[src/rtl/spi_sclk_engine.sv]
// SPI master serial-clock engine: SCLK generation for all CPOL/CPHA modes,
// sample/shift strobes and a start/busy/done frame handshake.
module spi_sclk_engine #(
   parameter int SPPR_W = 3,
   parameter int SPR_W  = 3,
   parameter int DIV_W  = 12,
   parameter int LEN_W  = 5
) (
   input  logic              PCLK,
   input  logic              PRESET_n,
   input  logic              start_i,
   input  logic              abort_i,
   input  logic              wait_i,
   input  logic              cpol_i,
   input  logic              cpha_i,
   input  logic [SPPR_W-1:0] sppr_i,
   input  logic [SPR_W-1:0]  spr_i,
   input  logic [LEN_W-1:0]  frame_len_i,
   output logic              sclk_o,
   output logic              sample_o,
   output logic              shift_o,
   output logic              busy_o,
   output logic              done_o,
   output logic [LEN_W-1:0]  bit_cnt_o,
   output logic [DIV_W-1:0]  divisor_o
);

   typedef enum logic [1:0] {IDLE, RUN, TRAIL} state_t;

   state_t             state_q, state_d;
   logic [DIV_W-1:0]   hc_q, hc_d;
   logic [DIV_W-1:0]   hm1_q, hm1_d;
   logic [LEN_W:0]     ec_q, ec_d;
   logic [LEN_W:0]     last_q, last_d;
   logic [LEN_W-1:0]   bit_cnt_q, bit_cnt_d;
   logic               cpol_q, cpol_d;
   logic               cpha_q, cpha_d;
   logic               ph_q, ph_d;
   logic               own_q, own_d;
   logic               sample_q, sample_d;
   logic               shift_q, shift_d;
   logic               done_q, done_d;

   logic [DIV_W-1:0]   pre;
   logic [DIV_W-1:0]   h_cfg;
   logic [SPR_W:0]     div_sh;
   logic [LEN_W:0]     last_cfg;
   logic               hit;
   logic               lead;
   logic               fin;
   logic               smp_edge;

   always_comb begin
      pre       = DIV_W'(sppr_i) + DIV_W'(1);
      div_sh    = {1'b0, spr_i} + (SPR_W+1)'(1);
      divisor_o = pre << div_sh;
      h_cfg     = pre << spr_i;
      // frame_len 0 wraps to 2^LEN_W bits, so 2N-1 is all ones
      last_cfg  = {frame_len_i, 1'b0} - (LEN_W+1)'(1);
      hit       = (hc_q == hm1_q);
      lead      = ~ec_q[0];
      fin       = (ec_q == last_q);
      smp_edge  = lead ^ cpha_q;
   end

   always_comb begin
      state_d   = state_q;
      hc_d      = hc_q;
      hm1_d     = hm1_q;
      ec_d      = ec_q;
      last_d    = last_q;
      bit_cnt_d = bit_cnt_q;
      cpol_d    = cpol_q;
      cpha_d    = cpha_q;
      ph_d      = ph_q;
      own_d     = 1'b0;
      sample_d  = 1'b0;
      shift_d   = 1'b0;
      done_d    = 1'b0;
      unique case (state_q)
         IDLE: begin
            if (start_i) begin
               state_d   = RUN;
               hc_d      = '0;
               ec_d      = '0;
               bit_cnt_d = '0;
               cpol_d    = cpol_i;
               cpha_d    = cpha_i;
               hm1_d     = h_cfg - DIV_W'(1);
               last_d    = last_cfg;
               ph_d      = 1'b0;
               own_d     = 1'b1;
            end
         end
         RUN: begin
            own_d = 1'b1;
            if (abort_i) begin
               state_d = IDLE;
               ph_d    = 1'b0;
            end else if (!wait_i) begin
               if (hit) begin
                  hc_d = '0;
                  ph_d = ~ph_q;
                  ec_d = ec_q + (LEN_W+1)'(1);
                  if (smp_edge) begin
                     sample_d  = 1'b1;
                     bit_cnt_d = bit_cnt_q + LEN_W'(1);
                  end else if (!fin) begin
                     shift_d = 1'b1;
                  end
                  if (fin) state_d = TRAIL;
               end else begin
                  hc_d = hc_q + DIV_W'(1);
               end
            end
         end
         TRAIL: begin
            own_d = 1'b1;
            if (abort_i) begin
               state_d = IDLE;
               ph_d    = 1'b0;
            end else if (!wait_i) begin
               if (hit) begin
                  state_d = IDLE;
                  hc_d    = '0;
                  done_d  = 1'b1;
                  own_d   = 1'b0;
               end else begin
                  hc_d = hc_q + DIV_W'(1);
               end
            end
         end
         default: state_d = IDLE;
      endcase
   end

   always_ff @(posedge PCLK or negedge PRESET_n) begin
      if (!PRESET_n) begin
         state_q   <= IDLE;
         hc_q      <= '0;
         hm1_q     <= '0;
         ec_q      <= '0;
         last_q    <= '0;
         bit_cnt_q <= '0;
         cpol_q    <= 1'b0;
         cpha_q    <= 1'b0;
         ph_q      <= 1'b0;
         own_q     <= 1'b0;
         sample_q  <= 1'b0;
         shift_q   <= 1'b0;
         done_q    <= 1'b0;
      end else begin
         state_q   <= state_d;
         hc_q      <= hc_d;
         hm1_q     <= hm1_d;
         ec_q      <= ec_d;
         last_q    <= last_d;
         bit_cnt_q <= bit_cnt_d;
         cpol_q    <= cpol_d;
         cpha_q    <= cpha_d;
         ph_q      <= ph_d;
         own_q     <= own_d;
         sample_q  <= sample_d;
         shift_q   <= shift_d;
         done_q    <= done_d;
      end
   end

   // own_q holds the latched polarity for the frame and one cycle past an abort
   assign sclk_o    = own_q ? (cpol_q ^ ph_q) : cpol_i;
   assign sample_o  = sample_q;
   assign shift_o   = shift_q;
   assign done_o    = done_q;
   assign busy_o    = (state_q != IDLE);
   assign bit_cnt_o = bit_cnt_q;

endmodule

[config.mk]
export PLATFORM = sky130hd
export DESIGN_NAME = spi_sclk_engine
export DESIGN_NICKNAME = d
export VERILOG_FILES = /design/src/rtl/spi_sclk_engine.sv
export SDC_FILE = /design/constraint.sdc
export NUM_CORES = 1
export LEC_CHECK = 0
export CAP_MARGIN = 20
export CORE_MARGIN = 2
export CORE_UTILIZATION = 51
export CTS_CLUSTER_SIZE = 10
export DETAILED_ROUTE_END_ITERATION = 16
export HOLD_SLACK_MARGIN = 0.12
export PLACE_DENSITY = 0.76
export SETUP_SLACK_MARGIN = 0.5
export SLEW_MARGIN = 40
export SYNTH_ARGS = -nofsm -noshare
export SYNTH_HDL_FRONTEND = slang
export SYNTH_SLANG_ARGS = --single-unit
export TNS_END_PERCENT = 100
[constraint.sdc]
create_clock -name PCLK -period 3.18 [get_ports PCLK]
set_clock_uncertainty 0.05 [all_clocks]
set_input_delay 0.954 -clock PCLK [delete_from_list [all_inputs] [get_ports PCLK]]
set_output_delay 0.954 -clock PCLK [all_outputs]
set_load 0.1 [all_outputs]
==> out/qor.yml <==
status:
  status: "finished with violations"
  violations: "negative setup slack"
detailed_routing:
  vias: 3333
  initialDrtViolationCount: 224
  drc: 0
  drtPass1Iterations: 4
  drt_wl_total_um: 9030
  wl_per_cell_um: 15.3
  ant_nets: 0
  drt-vias-per-instance: 5.66
min_path:
  hold_path_class: "flip-flop to flip-flop"
synthesis:
  syn_inst: 417
  synth_edf_count: 0
  ys_seq_area_frac: 0.355
  ys.flop_type: "dfrtp_1"
  synth_nets: 446
  netlist_area_um2: 3520
  ys_types: 60
  yosysWarnings: 0
  synth-seq-cells: 50
  async_reset_ff_frac: 1.00
  syn_avg_cell_area_um2: 8.45
pwr:
  comb_power_share: 0.526
  p_switching_mw: 1.22
  sw_frac_of_total: 0.436
  peakVddDrop_mv: 0.322
  p_clk_frac: 0.147
  power_density_nw_per_um2: 563
  seqPwrFrac: 0.327
  internal_power_mw: 1.58
  leakage_nw: 2.13
clocking:
  cts-htree-levels: 2
  cts_inserted_buffers: 5
  path_clk_slew_ns: 0.09
  hold_buffers: 0
  clock_path_buffers: 2
  cts.sinks: 50
  clk_latency_ns: 0.30
  cts_tree: "done"
  root_buffer: "clkbuf_8"
layout:
  mostFrequentLayoutCells: "buf_4 (63), dfrtp_1 (50), nand2_1 (47)"
  num-fill-cells: 492
  area_growth_pct: 41.5
  fin_area_um2: 4990
  drive_gt1_frac: 0.310
  fin_util: 0.738
  final_common_cell: "buf_4"
  diodes: 0
  fin_nets: 537
sta:
  whs_ns: 0.454
  worstMarginPinSlew_ns: 0.511
  fin_crit_ns: 3.35
  slew_violations: 0
  setup_violations: 9
  layout_setup_ws_ns: -0.170
  finalSetupTns_ns: -0.709
  slew_headroom: 0.660
  min_period_over_period: 1.05
  rsz0062_at_grt: "yes"
  fmax_ghz: 0.299
  hold_viol_final: 0
setup_path:
  cp-start-kind: "input port"
  arrival_ns: 2.35
  critPathRequiredTime_ns: 2.18
  cp-end-kind: "output pin"
  critical_path_class: "input port to output pin"
  crit_fanout: 5
grt:
  grtUsageMet2: 0.434
  overflow: 0
  met1_usage: 0.318
  grt_usage: 0.246
  grt.busiest_layer: "met2"
  grt_pass1_wl_um: 15100
  grt_pass1_vias: 3377
  grt_use_met3: 0.0313
  antenna_found_initial: 0
  grt_max_degree: 32
die:
  die_area_um2: 7590
  die_w_um: 87.1
  core_um2: 6760
  core.rowCount: 30
  start_util: 0.522
  ios: 40
  die_y_um: 87.1
placed_design:
  dp_hpwl_um: 6730
  placement.io_buffers: 39
  place_congestion: 0.875
  dpl_cell_area_um2: 4670
job:
  maxCapViolCount: 0
worst max-delay path, cell delays in order:
cell           delay [ns]
dlygate4sd2_1        0.43
xnor2_4              0.19
buf_4                0.21
nor2_1               0.07
a21oi_1              0.25
nor2_4               0.06
buf_12               0.17
power groups by stage:
stage | combinational (mW) | clock, mW | sequential [mW]
2_1_floorplan | 0.985 | 0 | 0.898
3_3_place_gp | 1.39 | 0 | 0.922
3_5_place_dp | 1.42 | 0 | 0.930
4_1_cts | 1.45 | 0.421 | 0.919
5_1_grt | 1.61 | 0.447 | 0.942
6_report | 1.48 | 0.412 | 0.918
repair_timing:
item / CTS / global route
gates cloned: 0 / 0
pin swaps: 16 / 8
setup buffers: 7 / 3
endpoints found under the setup margin: 22 / 20
resized for setup: 41 / 25
kinds of logic (layout without fill, tap and decap cells):
family                   after synthesis  count (layout)  synth area share
adder cells (fa/ha/maj)               11              11            0.0390
XOR/XNOR                              45              45             0.114
buffers and inverters                 32             124            0.0401
AO/OA/AOI/OAI                         89              89             0.169
multiplexers                          11              11            0.0319
flip-flops                            50              50             0.355
AND/OR/NAND/NOR                      179             179             0.251
per-stage QoR:
step / std cells / total power, mW / setup slack (ns)
after global placement: 571 / 2.31 / -0.551
after CTS: 586 / 2.78 / -0.130
after global routing: 589 / 3.00 / -0.216
after detailed placement: 571 / 2.35 / -0.625
final: 589 / 2.81 / -0.170
after floorplan: 417 / 1.88 / -0.459
Yosys cell counts (8+ instances only):
library cell  count  area (µm²)
nand2_1          51         191
dfrtp_1          50        1250
nor2_1           50         188
xnor2_1          35         307
o21ai_0          26         130
a21oi_1          15        75.1
inv_1            13        48.8
nand3_1          13        65.1
ha_1             11         138
nor3_1           11        55.1
clkbuf_1         10        37.5
a211oi_1          9        67.6
mux2i_1           9        90.1
nand4_1           9        56.3
xor2_1            9        78.8
a31oi_1           8        50.1
flip-flops by register name (all words and copies together) (netlist names):
name / cells
hc_q: 12
hm1_q: 12
ec_q: 6
last_q: 6
bit_cnt_o: 5
state_q: 2
cpha_q: 1
cpol_q: 1
done_o: 1
own_q: 1
ph_q: 1
sample_o: 1
shift_o: 1
per-layer routing:
metal,vias to the layer above,routed length [µm],part of all wire
met4,0,110,0.012
met3,10,363,0.040
met1,1595,3960,0.44
met2,77,4590,0.51
met5,-,0,0
li1,1651,-,-
layout make-up:
cell class	instances	area [µm²]	share of cell area
tap	80	100	0.0201
timing repair buffer	102	1010	0.203
multi-input combinational	335	2460	0.494
clock buffer	7	96.3	0.0193
clock inverter	1	8.76	0.00176
inverter	14	53.8	0.0108
sequential	50	1250	0.251
final timing paths:
check,slack (ns),cells past startpoint,end,startpoint
max,-0.17,7,divisor_o[4],spr_i[2]
min,0.45,1,last_q[0],last_q[0]
max reg2reg,0.87,6,bit_cnt_o[1],hc_q[2]
min reg2reg,0.45,1,last_q[0],last_q[0]
max in group asynchronous,1.81,2,hm1_q[3],PRESET_n
min in group asynchronous,0.52,1,state_q[0],PRESET_n
Note: power is estimated with default switching activity, not from simulation.
